`src/rtl/blake2s_host_pkg.sv`:
```
// Shared definitions for the BLAKE2s host-side command driver.
package blake2s_host_pkg;

  localparam logic [1:0] CMD_CONF  = 2'd0;
  localparam logic [1:0] CMD_START = 2'd1;
  localparam logic [1:0] CMD_DATA  = 2'd2;

  localparam int unsigned BLOCK_BYTES = 64;
  localparam int unsigned MAX_KK      = 32;
  localparam int unsigned MAX_NN      = 32;
  localparam int unsigned CONF_BYTES  = 10;

  typedef enum logic [2:0] {
    ST_IDLE,
    ST_CONF,
    ST_START,
    ST_DATA,
    ST_GAP,
    ST_WAIT_H,
    ST_RESP
  } state_t;

  // CONF payload: kk, nn, then ll little-endian
  function automatic logic [7:0] conf_byte(input logic [5:0]  kk,
                                           input logic [5:0]  nn,
                                           input logic [63:0] ll,
                                           input logic [3:0]  idx);
    logic [2:0] b;
    b = 3'(idx - 4'd2);
    case (idx)
      4'd0:    return {2'b00, kk};
      4'd1:    return {2'b00, nn};
      default: return ll[{b, 3'b000} +: 8];
    endcase
  endfunction

endpackage

```
`src/rtl/blake2s_host_blk_ctr.sv`:
```
// Tracks owed stream bytes (key, then message) and the byte index within a 64-byte block.
module blake2s_host_blk_ctr
  import blake2s_host_pkg::*;
(
  input  logic        clk,
  input  logic        nreset,
  input  logic        load,
  input  logic [5:0]  load_kk,
  input  logic [63:0] load_ll,
  input  logic        beat,
  output logic        byte_is_pad,
  output logic        byte_is_pad_nxt,
  output logic        block_end,
  output logic        last_block
);

  logic        key_phase, key_phase_n;
  logic [5:0]  key_rem, key_rem_n;
  logic [63:0] msg_rem, msg_rem_n;
  logic [5:0]  idx, idx_n;
  logic [6:0]  room;

  always_comb begin
    room        = 7'(BLOCK_BYTES) - {1'b0, idx};
    byte_is_pad = key_phase ? (key_rem == '0) : (msg_rem == '0);
    block_end   = (idx == 6'(BLOCK_BYTES - 1));
    // the key block is final only for an empty message; otherwise final once the rest fits
    last_block  = key_phase ? (msg_rem == '0) : (msg_rem <= {57'd0, room});

    key_phase_n = key_phase;
    key_rem_n   = key_rem;
    msg_rem_n   = msg_rem;
    idx_n       = idx;
    if (load) begin
      key_phase_n = (load_kk != '0);
      key_rem_n   = load_kk;
      msg_rem_n   = load_ll;
      idx_n       = '0;
    end else if (beat) begin
      idx_n = idx + 6'd1;
      if (!byte_is_pad) begin
        if (key_phase) key_rem_n = key_rem - 6'd1;
        else           msg_rem_n = msg_rem - 64'd1;
      end
      if (block_end) key_phase_n = 1'b0;
    end
    byte_is_pad_nxt = key_phase_n ? (key_rem_n == '0) : (msg_rem_n == '0);
  end

  always_ff @(posedge clk) begin
    if (!nreset) begin
      key_phase <= 1'b0;
      key_rem   <= '0;
      msg_rem   <= '0;
      idx       <= '0;
    end else begin
      key_phase <= key_phase_n;
      key_rem   <= key_rem_n;
      msg_rem   <= msg_rem_n;
      idx       <= idx_n;
    end
  end

endmodule

```
`src/rtl/blake2s_host_drv.sv`:
```
// Serialises a BLAKE2s job into CONF/START/DATA beats and forwards the returned digest.
module blake2s_host_drv
  import blake2s_host_pkg::*;
#(
  parameter int unsigned BLOCK_GAP    = 128,
  parameter int unsigned RESP_TIMEOUT = 1024
) (
  input  logic        clk,
  input  logic        nreset,
  input  logic        job_v_i,
  output logic        job_ready_o,
  input  logic [5:0]  job_kk_i,
  input  logic [5:0]  job_nn_i,
  input  logic [63:0] job_ll_i,
  input  logic        msg_v_i,
  output logic        msg_ready_o,
  input  logic [7:0]  msg_i,
  output logic        valid_o,
  output logic [1:0]  cmd_o,
  output logic [7:0]  data_o,
  input  logic        hash_v_i,
  input  logic [7:0]  hash_i,
  output logic        res_v_o,
  output logic [7:0]  res_o,
  output logic [4:0]  res_idx_o,
  output logic        res_last_o,
  output logic        err_o,
  output logic        busy_o
);

  state_t      state, state_n;
  logic [5:0]  kk_q, kk_n, nn_q, nn_n;
  logic [63:0] ll_q, ll_n;
  logic [3:0]  conf_idx, conf_idx_n;
  logic [31:0] cyc_cnt, cyc_n;
  logic [4:0]  res_cnt, res_cnt_n;

  logic        valid_n, res_v_n, res_last_n, err_n;
  logic [1:0]  cmd_n;
  logic [7:0]  data_n, res_n;
  logic [4:0]  res_idx_n;

  logic ctr_load, beat;
  logic byte_is_pad, byte_is_pad_nxt, block_end, last_block;

  blake2s_host_blk_ctr u_blk_ctr (
    .clk             (clk),
    .nreset          (nreset),
    .load            (ctr_load),
    .load_kk         (job_kk_i),
    .load_ll         (job_ll_i),
    .beat            (beat),
    .byte_is_pad     (byte_is_pad),
    .byte_is_pad_nxt (byte_is_pad_nxt),
    .block_end       (block_end),
    .last_block      (last_block)
  );

  always_comb begin
    state_n    = state;
    kk_n       = kk_q;
    nn_n       = nn_q;
    ll_n       = ll_q;
    conf_idx_n = conf_idx;
    cyc_n      = cyc_cnt;
    res_cnt_n  = res_cnt;
    valid_n    = 1'b0;
    cmd_n      = CMD_CONF;
    data_n     = '0;
    res_v_n    = 1'b0;
    res_n      = '0;
    res_idx_n  = '0;
    res_last_n = 1'b0;
    err_n      = 1'b0;
    ctr_load   = 1'b0;
    beat       = 1'b0;

    case (state)
      ST_IDLE: begin
        if (job_v_i && job_ready_o) begin
          if (job_kk_i > 6'(MAX_KK) || job_nn_i == '0 || job_nn_i > 6'(MAX_NN)) begin
            err_n = 1'b1;
          end else begin
            kk_n       = job_kk_i;
            nn_n       = job_nn_i;
            ll_n       = job_ll_i;
            ctr_load   = 1'b1;
            conf_idx_n = '0;
            state_n    = ST_CONF;
          end
        end
      end
      ST_CONF: begin
        valid_n = 1'b1;
        cmd_n   = CMD_CONF;
        data_n  = conf_byte(kk_q, nn_q, ll_q, conf_idx);
        if (conf_idx == 4'(CONF_BYTES - 1)) state_n = ST_START;
        else                                conf_idx_n = conf_idx + 4'd1;
      end
      ST_START: begin
        valid_n = 1'b1;
        cmd_n   = CMD_START;
        state_n = ST_DATA;
      end
      ST_DATA: begin
        beat = byte_is_pad || (msg_v_i && msg_ready_o);
        if (beat) begin
          valid_n = 1'b1;
          cmd_n   = CMD_DATA;
          data_n  = byte_is_pad ? 8'h00 : msg_i;
          cyc_n   = '0;
          if (block_end) begin
            if (last_block) begin
              state_n   = ST_WAIT_H;
              res_cnt_n = '0;
            end else if (BLOCK_GAP != 0) begin
              state_n = ST_GAP;
            end
          end
        end
      end
      ST_GAP: begin
        if (cyc_cnt == BLOCK_GAP - 1) state_n = ST_DATA;
        else                          cyc_n = cyc_cnt + 32'd1;
      end
      ST_WAIT_H, ST_RESP: begin
        // the first digest byte is also the one that ends WAIT_H
        if (hash_v_i) begin
          res_v_n   = 1'b1;
          res_n     = hash_i;
          res_idx_n = res_cnt;
          if ({1'b0, res_cnt} == nn_q - 6'd1) begin
            res_last_n = 1'b1;
            state_n    = ST_IDLE;
          end else begin
            res_cnt_n = res_cnt + 5'd1;
            state_n   = ST_RESP;
          end
        end else if (state == ST_WAIT_H) begin
          if (cyc_cnt == RESP_TIMEOUT - 1) begin
            err_n   = 1'b1;
            state_n = ST_IDLE;
          end else begin
            cyc_n = cyc_cnt + 32'd1;
          end
        end
      end
      default: state_n = ST_IDLE;
    endcase
  end

  always_ff @(posedge clk) begin
    if (!nreset) begin
      state       <= ST_IDLE;
      kk_q        <= '0;
      nn_q        <= '0;
      ll_q        <= '0;
      conf_idx    <= '0;
      cyc_cnt     <= '0;
      res_cnt     <= '0;
      valid_o     <= 1'b0;
      cmd_o       <= '0;
      data_o      <= '0;
      msg_ready_o <= 1'b0;
      res_v_o     <= 1'b0;
      res_o       <= '0;
      res_idx_o   <= '0;
      res_last_o  <= 1'b0;
      err_o       <= 1'b0;
      job_ready_o <= 1'b1;
      busy_o      <= 1'b0;
    end else begin
      state       <= state_n;
      kk_q        <= kk_n;
      nn_q        <= nn_n;
      ll_q        <= ll_n;
      conf_idx    <= conf_idx_n;
      cyc_cnt     <= cyc_n;
      res_cnt     <= res_cnt_n;
      valid_o     <= valid_n;
      cmd_o       <= cmd_n;
      data_o      <= data_n;
      // ready is registered, so it must reflect the counter after this cycle's beat
      msg_ready_o <= (state_n == ST_DATA) && !byte_is_pad_nxt;
      res_v_o     <= res_v_n;
      res_o       <= res_n;
      res_idx_o   <= res_idx_n;
      res_last_o  <= res_last_n;
      err_o       <= err_n;
      job_ready_o <= (state_n == ST_IDLE);
      busy_o      <= (state_n != ST_IDLE);
    end
  end

endmodule

```
`config.mk`:
```
export PLATFORM = sky130hd
export DESIGN_NAME = blake2s_host_drv
export DESIGN_NICKNAME = d
export VERILOG_FILES = /design/src/rtl/blake2s_host_pkg.sv /design/src/rtl/blake2s_host_blk_ctr.sv /design/src/rtl/blake2s_host_drv.sv
export SDC_FILE = /design/constraint.sdc
export NUM_CORES = 1
export LEC_CHECK = 0
export ABC_AREA = 1
export ABC_CLOCK_PERIOD_IN_PS = 2900
export CAP_MARGIN = 0
export CORE_UTILIZATION = 30
export DETAILED_ROUTE_END_ITERATION = 6
export PLACE_DENSITY = 0.54
export SYNTH_ARGS = -nofsm -noshare
export SYNTH_HDL_FRONTEND = slang
export SYNTH_SLANG_ARGS = --single-unit
```
`constraint.sdc`:
```
create_clock -name clk -period 2.9 [get_ports clk]
set_clock_uncertainty 0.2 [all_clocks]
set_input_delay 0.29 -clock clk [delete_from_list [all_inputs] [get_ports clk]]
set_output_delay 0.29 -clock clk [all_outputs]
set_load 0.005 [all_outputs]
```
# After elaboration in Yosys (flattened, before gate mapping)
# Index checks and enable logic that the tools add are counted.
[classes]
n_shift = 1
div_mod_pow = 0
mul = 0
muxes = 62
addsub = 9
n_reduce_logical = 29
bitwise_logic = 2
order_cmp = 3
n_eq_ne = 25
[op_table]
columns = ["op", "count"]
rows = [
  ["2-to-1 mux 64 bit", 4],
  ["2-to-1 mux 32 bit", 5],
  ["logical NOT 64 bit", 2],
  ["one-hot mux 32 bit (3 select lines)", 1],
  ["<= comparator 64 x 7 -> 1 bit", 1],
  ["variable part select 64 x 7 -> 8 bit", 1],
  ["subtractor 64 x 1 -> 64 bit (second input constant)", 1],
  ["adder 32 x 1 -> 32 bit (second input constant)", 1],
  ["equality test 32 x 10 -> 1 bit (second input constant)", 1],
  ["equality test 32 x 7 -> 1 bit (second input constant)", 1],
  ["one-hot mux 8 bit (2 select lines)", 2],
  ["2-to-1 mux 3 bit", 10],
  ["2-to-1 mux 5 bit", 5],
  ["2-to-1 mux 6 bit", 4],
  ["!= test 2 bit (second input constant)", 12],
  ["2-to-1 mux 1 bit", 19],
  ["logical NOT 6 bit", 3],
  ["one-hot mux 3 bit (6 select lines)", 1],
  ["2-to-1 mux 8 bit", 2],
  ["> comparator 6 bit (second input constant)", 2],
  ["2-to-1 mux 4 bit", 3],
  ["AND reduction 6 bit", 2],
  ["subtractor 6 x 1 -> 6 bit (second input constant)", 2],
  ["one-hot mux 5 bit (2 select lines)", 1],
  ["29 further kinds", 45],
]
[totals]
ff_bits = 227
rom_bits = 0
ram_bits = 0
latchBits = 0
inputBits = 97
wordCells = 153
memories = 0

# Logic depth before layout (Yosys ltp)
# Gate-level depths: netlist of run 1.
[logic_depth]
depth_word = 11
mapped_depth = 22
depth_no_buf = 21

# Modules after synthesis
# From an unflattened synthesis of run 1, not the netlist that was laid out.
[unflattened]
cells_unflattened = 2287
hier_area_um2 = 13754.4
[by_module_without_submodules]
columns = ["mod", "cells_each", "n_inst", "seq_area_each_um2", "area_each_um2"]
rows = [
  ["blake2s_host_drv", 1149, 1, 3002.9, 7423.4],
  ["blake2s_host_blk_ctr", 1138, 1, 1541.5, 6331.1],
]

# Worst setup path before layout of run 1
# OpenSTA, ideal clock, no wires.
[synth_path]
path_kind = "reg-to-reg"
from = "register u_blk_ctr.idx[0]"
to = "register res_cnt[0]"
t_required_ns = 2.582
path_stages_with_launch = 16
arrival_ns = 2.341
path_buffers = 0
setup_slack_ns = 0.241
period_less_slack_ns = 2.659
path_cell_list = "dfxtp_1 > nor3_1 > nand3_1 > xor2_1 > ha_1 > nand2_1 > nor2_1 > nand4_1 > nand2_1 > nand4_1 > o21ai_1 > a21oi_1 > a211oi_2 > nand2_1 > o21ai_1 > nor2_1"
[synth_via]
elab_chain_cells = 5
[synth_rtl]
columns = ["element", "line_no", "rtl"]
rows = [
  ["from (decl)", "blake2s_host_blk_ctr.sv:20", "logic [5:0] idx, idx_n;"],
  ["from (signal assigned)", "blake2s_host_blk_ctr.sv:60", "idx <= idx_n;"],
  ["subtractor 7 x 6 -> 7 bit", "blake2s_host_blk_ctr.sv:24", "room = 7'(BLOCK_BYTES) - {1'b0, idx};"],
  ["<= comparator 64 x 7 -> 1 bit", "blake2s_host_blk_ctr.sv:28", "last_block = key_phase ? (msg_rem == '0) : (msg_rem <= {57'd0, room});"],
  ["2-to-1 mux 1 bit", "blake2s_host_blk_ctr.sv:28", ""],
  ["!= test 2 bit (no source line)", "--", ""],
  ["AND reduction 6 bit (no source line) *", "--", ""],
  ["to (signal assigned)", "blake2s_host_drv.sv:179", "res_cnt <= res_cnt_n;"],
  ["to (decl)", "blake2s_host_drv.sv:36", "logic [4:0] res_cnt, res_cnt_n;"],
]
# Mark *: on every way between the ends. The rest lies on a longest branch, timed or not.
# A chain may end at the register's enable or synchronous reset.

# Final worst setup path of run 1
[layout_path]
from = "register u_blk_ctr.msg_rem[33]"
to = "register msg_ready_o"
[layout_via]
elab_chain_cells = 10
[layout_rtl]
columns = ["element", "line_no", "rtl"]
rows = [
  ["from (decl)", "blake2s_host_blk_ctr.sv:19", "logic [63:0] msg_rem, msg_rem_n;"],
  ["from (signal assigned)", "blake2s_host_blk_ctr.sv:59", "msg_rem <= msg_rem_n;"],
  ["parallel branches: the longest is 9 deep, another holds subtractor 64 x 1 -> 64 bit", "--", ""],
  ["logical AND 1 bit *", "blake2s_host_drv.sv:184", "msg_ready_o <= (state_n == ST_DATA) && !byte_is_pad_nxt;"],
  ["to (signal assigned)", "blake2s_host_drv.sv:184", ""],
  ["to (decl)", "blake2s_host_drv.sv:16", "output logic msg_ready_o,"],
]
# Mark *: on every way between the ends.

==> results, run 1 <==
- The number of antenna repair diodes is 0.
- The flow ran to the end, but the final reports show violations.
- The average footprint of a synthesized cell is 6.06 sq um.
- The detailed-router iteration count before antenna repair is 6.
- The critical path in this run is classified as flop to flop.
- The biggest fanout along the worst timing path is 5.
- The final weighted congestion of routability-driven global placement is 0.920.
- Clock tree synthesis found a total of 227 sinks.
- The checks that failed: setup timing.
- Setup violations remaining at the end of the flow were counted as 1.
- The number of nets in the finished design is 2806.
- The total leakage power is 8.95 nW.
- The largest total area in the synthesized netlist belongs to dfxtp_1.
- The share of Yosys cell area claimed by the top area cell type is 33.1%.
- The proportion of layout cells with a drive suffix above 1 is 21.2%.
- For this block, the routed nets add up to 57900 microns of wire.
- The most common flop cell mapped by yosys is dfxtp_1.
- The number of enable flip-flop cells after synthesis is 0.
- The number of warning messages in the yosys log is 0.
- In this run the most critical hold path is launched from hash_i[4].
- The slew at the pin with the worst max-slew slack is 0.699 ns.
- TritonCTS built the clock tree.
- Walking the worst path, the cells encountered are nor2_1 > nand2_1 > nor2_2 > nand2_2 > nor2_4 > nand3_4 > nand3_4 > nand2_8 > buf_6 > nor2_1 > buf_4 > buf_4 > nand2_1 > xnor2_1 > a21boi_1 > nand3_2 > nand2_2 > a21oi_1.
- The net count after synthesis is 2386.
- The tightest min-delay check is of the input port to flop type.
- The die covers 46700 sq um.
- The root cell of the clock tree is clkbuf_16.
- The capturing element type of the critical path is a flop.
- Global routing finished with a remaining overflow of 0.
- The number of max-cap violations is 0.
- The tightest slew margin relative to the limit is 52.8%.
- For this design the total switching power over the nets is 3.12 mW.
- The design draws 9.74 mW.
- The number of buffers added by the clock tree synthesis step is 26.
- The floorplan step set the die height to 216 microns.
- Detailed placement finished with a half-perimeter wire length of 44700 microns.
- The count of nets left with antenna violations after detail routing is 0.
- The cell at the slowest stage of the critical path is dfxtp_1.
- The number of antenna violations at the first check in global routing is 1.
- The worst-case IR drop observed on VDD is 0.379 mV.
- The initial cell density of the core is 30.4%.
- The multi-input combinational cell area is 8580 sq um.
- The number of standard cells after synthesis is 2270.
- The first global-routing pass estimated 87800 microns of wire.
- Broken down by cell family, the worst path's largest delay share belongs to simple AND/OR/NAND/NOR gates.
- In the synthesized netlist the async set-or-reset flop fraction comes to 0%.
- Clock-pin slew was measured on the worst setup and hold paths at 0.06 ns.
- The detailed router placed 16400 vias in this run.
- The final count of pins violating max slew is 0.
- Fill cells in the final layout number 4760.
- The worst register-to-register path has a setup slack of -0.04 ns.
- On the worst path, the slowest cell contributes a delay of 0.36 ns.
- The synthesis-stage register bit count is 227.
- The power share of the sequential group is 33.6%.
- Dividing total power by cell area gives a power density of 492 nW/um^2.
- The routed design could run at a clock period as short as 2.94 ns.
- The iteration-0 DRC count of the detailed router is 1125.
- The worst reg2reg path startpoint is u_blk_ctr.msg_rem[33].
- The required time of the critical path is 3.15 ns.
- The largest net degree at the start of global routing is 71.
- The maximum clock insertion buffer count is 3.
- The clock share of power is 37.0%.
- The count of endpoints failing hold in the final timing report came to 0.
- The data arrival at the endpoint of the critical path is 3.19 ns.
- After synthesis, flip-flops and latches occupy 33.1% of the total area.
- For this run, the number of standard cells in the final layout without fillers is 3309.
- The switching share of power is 32.0%.
- The portion of the clock cycle consumed by the worst path in the final layout is 101%.
- Combinational logic is responsible for 29.4% of the overall power.
- The worst-case setup slack after placement is -0.397 ns.
- Across all setup checks in the final design, the least slack found is -0.0364 ns.
- The register cell area after layout is 4560 sq um.
- The count of unresolved DRC violations after routing is 0.
- Buffers placed on the I/O ports in this run total 126.
- The later pin in the worst-skew pair is clocked with a latency of 0.56 ns.
- The worst setup path startpoint is u_blk_ctr.msg_rem[33].
- By area the synthesized netlist is led by dfxtp_1 33%, nand2_1 20%, nor2_1 8.9%, a21oi_1 6.8%, inv_1 5.4%.
- The number of standard-cell rows in the floorplan is 78.
- Buffers inserted to repair hold after CTS numbered 0.
- The cell internal power dissipation is 6.62 mW.
- The type of element launching the critical path is a flop.
- After detailed routing, the number of vias per cell comes to 4.96.
- After detailed routing, the average wire length per cell comes to 17.5 microns.
- The area of the mapped netlist is 13700 sq um.
- The count of placed standard cells including taps is 3247.
- In the global route stage, overall resource usage came out at 24.1%.
- Setup repair after global routing could not meet its margin everywhere.
- The fmax is 0.341 GHz.
- CTS built an H-tree with a depth of 1.
- The area growth from synthesis to layout is 43.9%.
- After synthesis, the netlist uses 54 different library cells.
- Measured along the x axis, the die boundary spans 216 microns.
- The number of top-level design ports is 127.
- The core outline area is 45300 sq um.
- The number of buffer and inverter stages on the critical path is 3.
- The via count of the first global-routing pass is 15400.
state kept, by name (all words and copies together), names as in the netlist, 2 cells and up:
register,cells
res_idx_o,5
nn_q,6
conf_idx,4
kk_q,6
u_blk_ctr.key_rem,6
ll_q,64
state,3
res_o,8
cyc_cnt,32
res_cnt,5
data_o,8
u_blk_ctr.idx,6
u_blk_ctr.msg_rem,64
cmd_o,2
cell usage after synthesis, drive strengths merged (11+ instances only):
cell type,number
inv,207
buf,30
xor2,23
nand2,733
o21ai,100
o22ai,19
nand3,148
xnor2,11
dfxtp,227
clkbuf,65
nand4,40
nor3,52
a21oi,187
ha,19
nor2,337
per-stage QoR:
stage	hold WS, ns	area (sq um)	utilization (%)	setup TNS [ns]
2_1_floorplan	0.202	13700	-	0
3_3_place_gp	0.251	18100	40.0	-0.688
3_5_place_dp	0.252	18100	40.0	-1.23
4_1_cts	0.0330	19200	42.4	-0.0962
5_1_grt	0.0547	19800	43.7	-1.25
6_report	0.0569	19800	43.7	-0.0364
cells in the final DEF, fill, tap and decap left out, types with 5 or more instances in the layout:
master / instances
nor2_2: 55
dfxtp_2: 10
clkbuf_16: 27
nand2_1: 709
nor3_1: 45
xnor2_1: 11
o21ai_0: 96
nor4_1: 7
nor2_4: 29
xor2_1: 23
clkbuf_1: 6
nor3_2: 6
nand3_1: 131
ha_1: 17
a31oi_1: 8
nand4_1: 39
a32oi_1: 5
nand2_2: 19
nand3_2: 12
o311ai_0: 5
o22ai_1: 19
nor2_1: 252
nand3_4: 5
dfxtp_1: 215
a21oi_1: 184
buf_4: 345
inv_1: 193
clkdlybuf4s50_1: 126
inv_2: 10
nor3b_1: 5
buf_12: 14
clkbuf_8: 6
worst min-delay path, stage by stage:
cell and delay, ns:
clkdlybuf4s50_1 0.39, inv_1 0.05, nor2_1 0.03
final timing paths:
| kind | to | cells past startpoint |
|---|---|---|
| max | msg_ready_o | 18 |
| min | res_o[4] | 3 |
| max reg2reg | msg_ready_o | 18 |
| min reg2reg | ll_q[54] | 2 |
cell type report:
type                    instances  area share [%]
multi-input cells            1738            43.4
flip-flops and latches        227            23.1
repair buffers                487            21.0
inverters                     210            4.06
clock buffers                  39            3.95
well taps                     600            3.80
clock inverters                 8           0.727
timing repair:
| action | in CTS | in global routing |
|---|---|---|
| buffers inserted | 3 | 12 |
| pin swaps | 5 | 51 |
| endpoints found under the setup margin | 16 | 37 |
| resized for setup | 37 | 150 |
| cloned | 0 | 0 |
metal layers:
layer	wire [microns]	part of all wire, %	vias up	global-route usage (%)
li1	-	-	8173	-
met4	1650	2.8	0	6.50
met5	0	0	-	0
met2	26100	45	573	39.4
met1	26400	46	7585	33.6
met3	3750	6.5	90	2.18
power groups by stage:
stage          Sequential, mW  Clock [mW]  Combinational [mW]
2_1_floorplan            3.33           0                1.31
3_3_place_gp             3.33           0                2.60
3_5_place_dp             3.33           0                2.60
4_1_cts                  3.26        3.66                2.66
5_1_grt                  3.28        3.79                3.12
6_report                 3.27        3.60                2.87
cells by family after synthesis:
group | Yosys count | synth area share (%)
AOI/OAI and AO/OA | 352 | 13.9
adders and majority gates | 19 | 1.73
buffers and inverters | 305 | 8.71
xor gates and xnor gates | 34 | 2.17
and+or+nand+nor | 1332 | 40.4
DFF | 227 | 33.1
muxes | 1 | 0.0728
No activity file was read; power rests on OpenSTA's default activity.
==> inputs of run 2 (changes only) <==
--- a/config.mk
+++ b/config.mk
@@ -9,6 +9,7 @@
 export ABC_CLOCK_PERIOD_IN_PS = 2900
 export CAP_MARGIN = 0
 export CORE_UTILIZATION = 30
+export CTS_CLUSTER_SIZE = 16
 export DETAILED_ROUTE_END_ITERATION = 6
 export PLACE_DENSITY = 0.54
 export SYNTH_ARGS = -nofsm -noshare
==> results of run 2 <==
The final DEF is identical to that of run 1; final timing and power are the same.
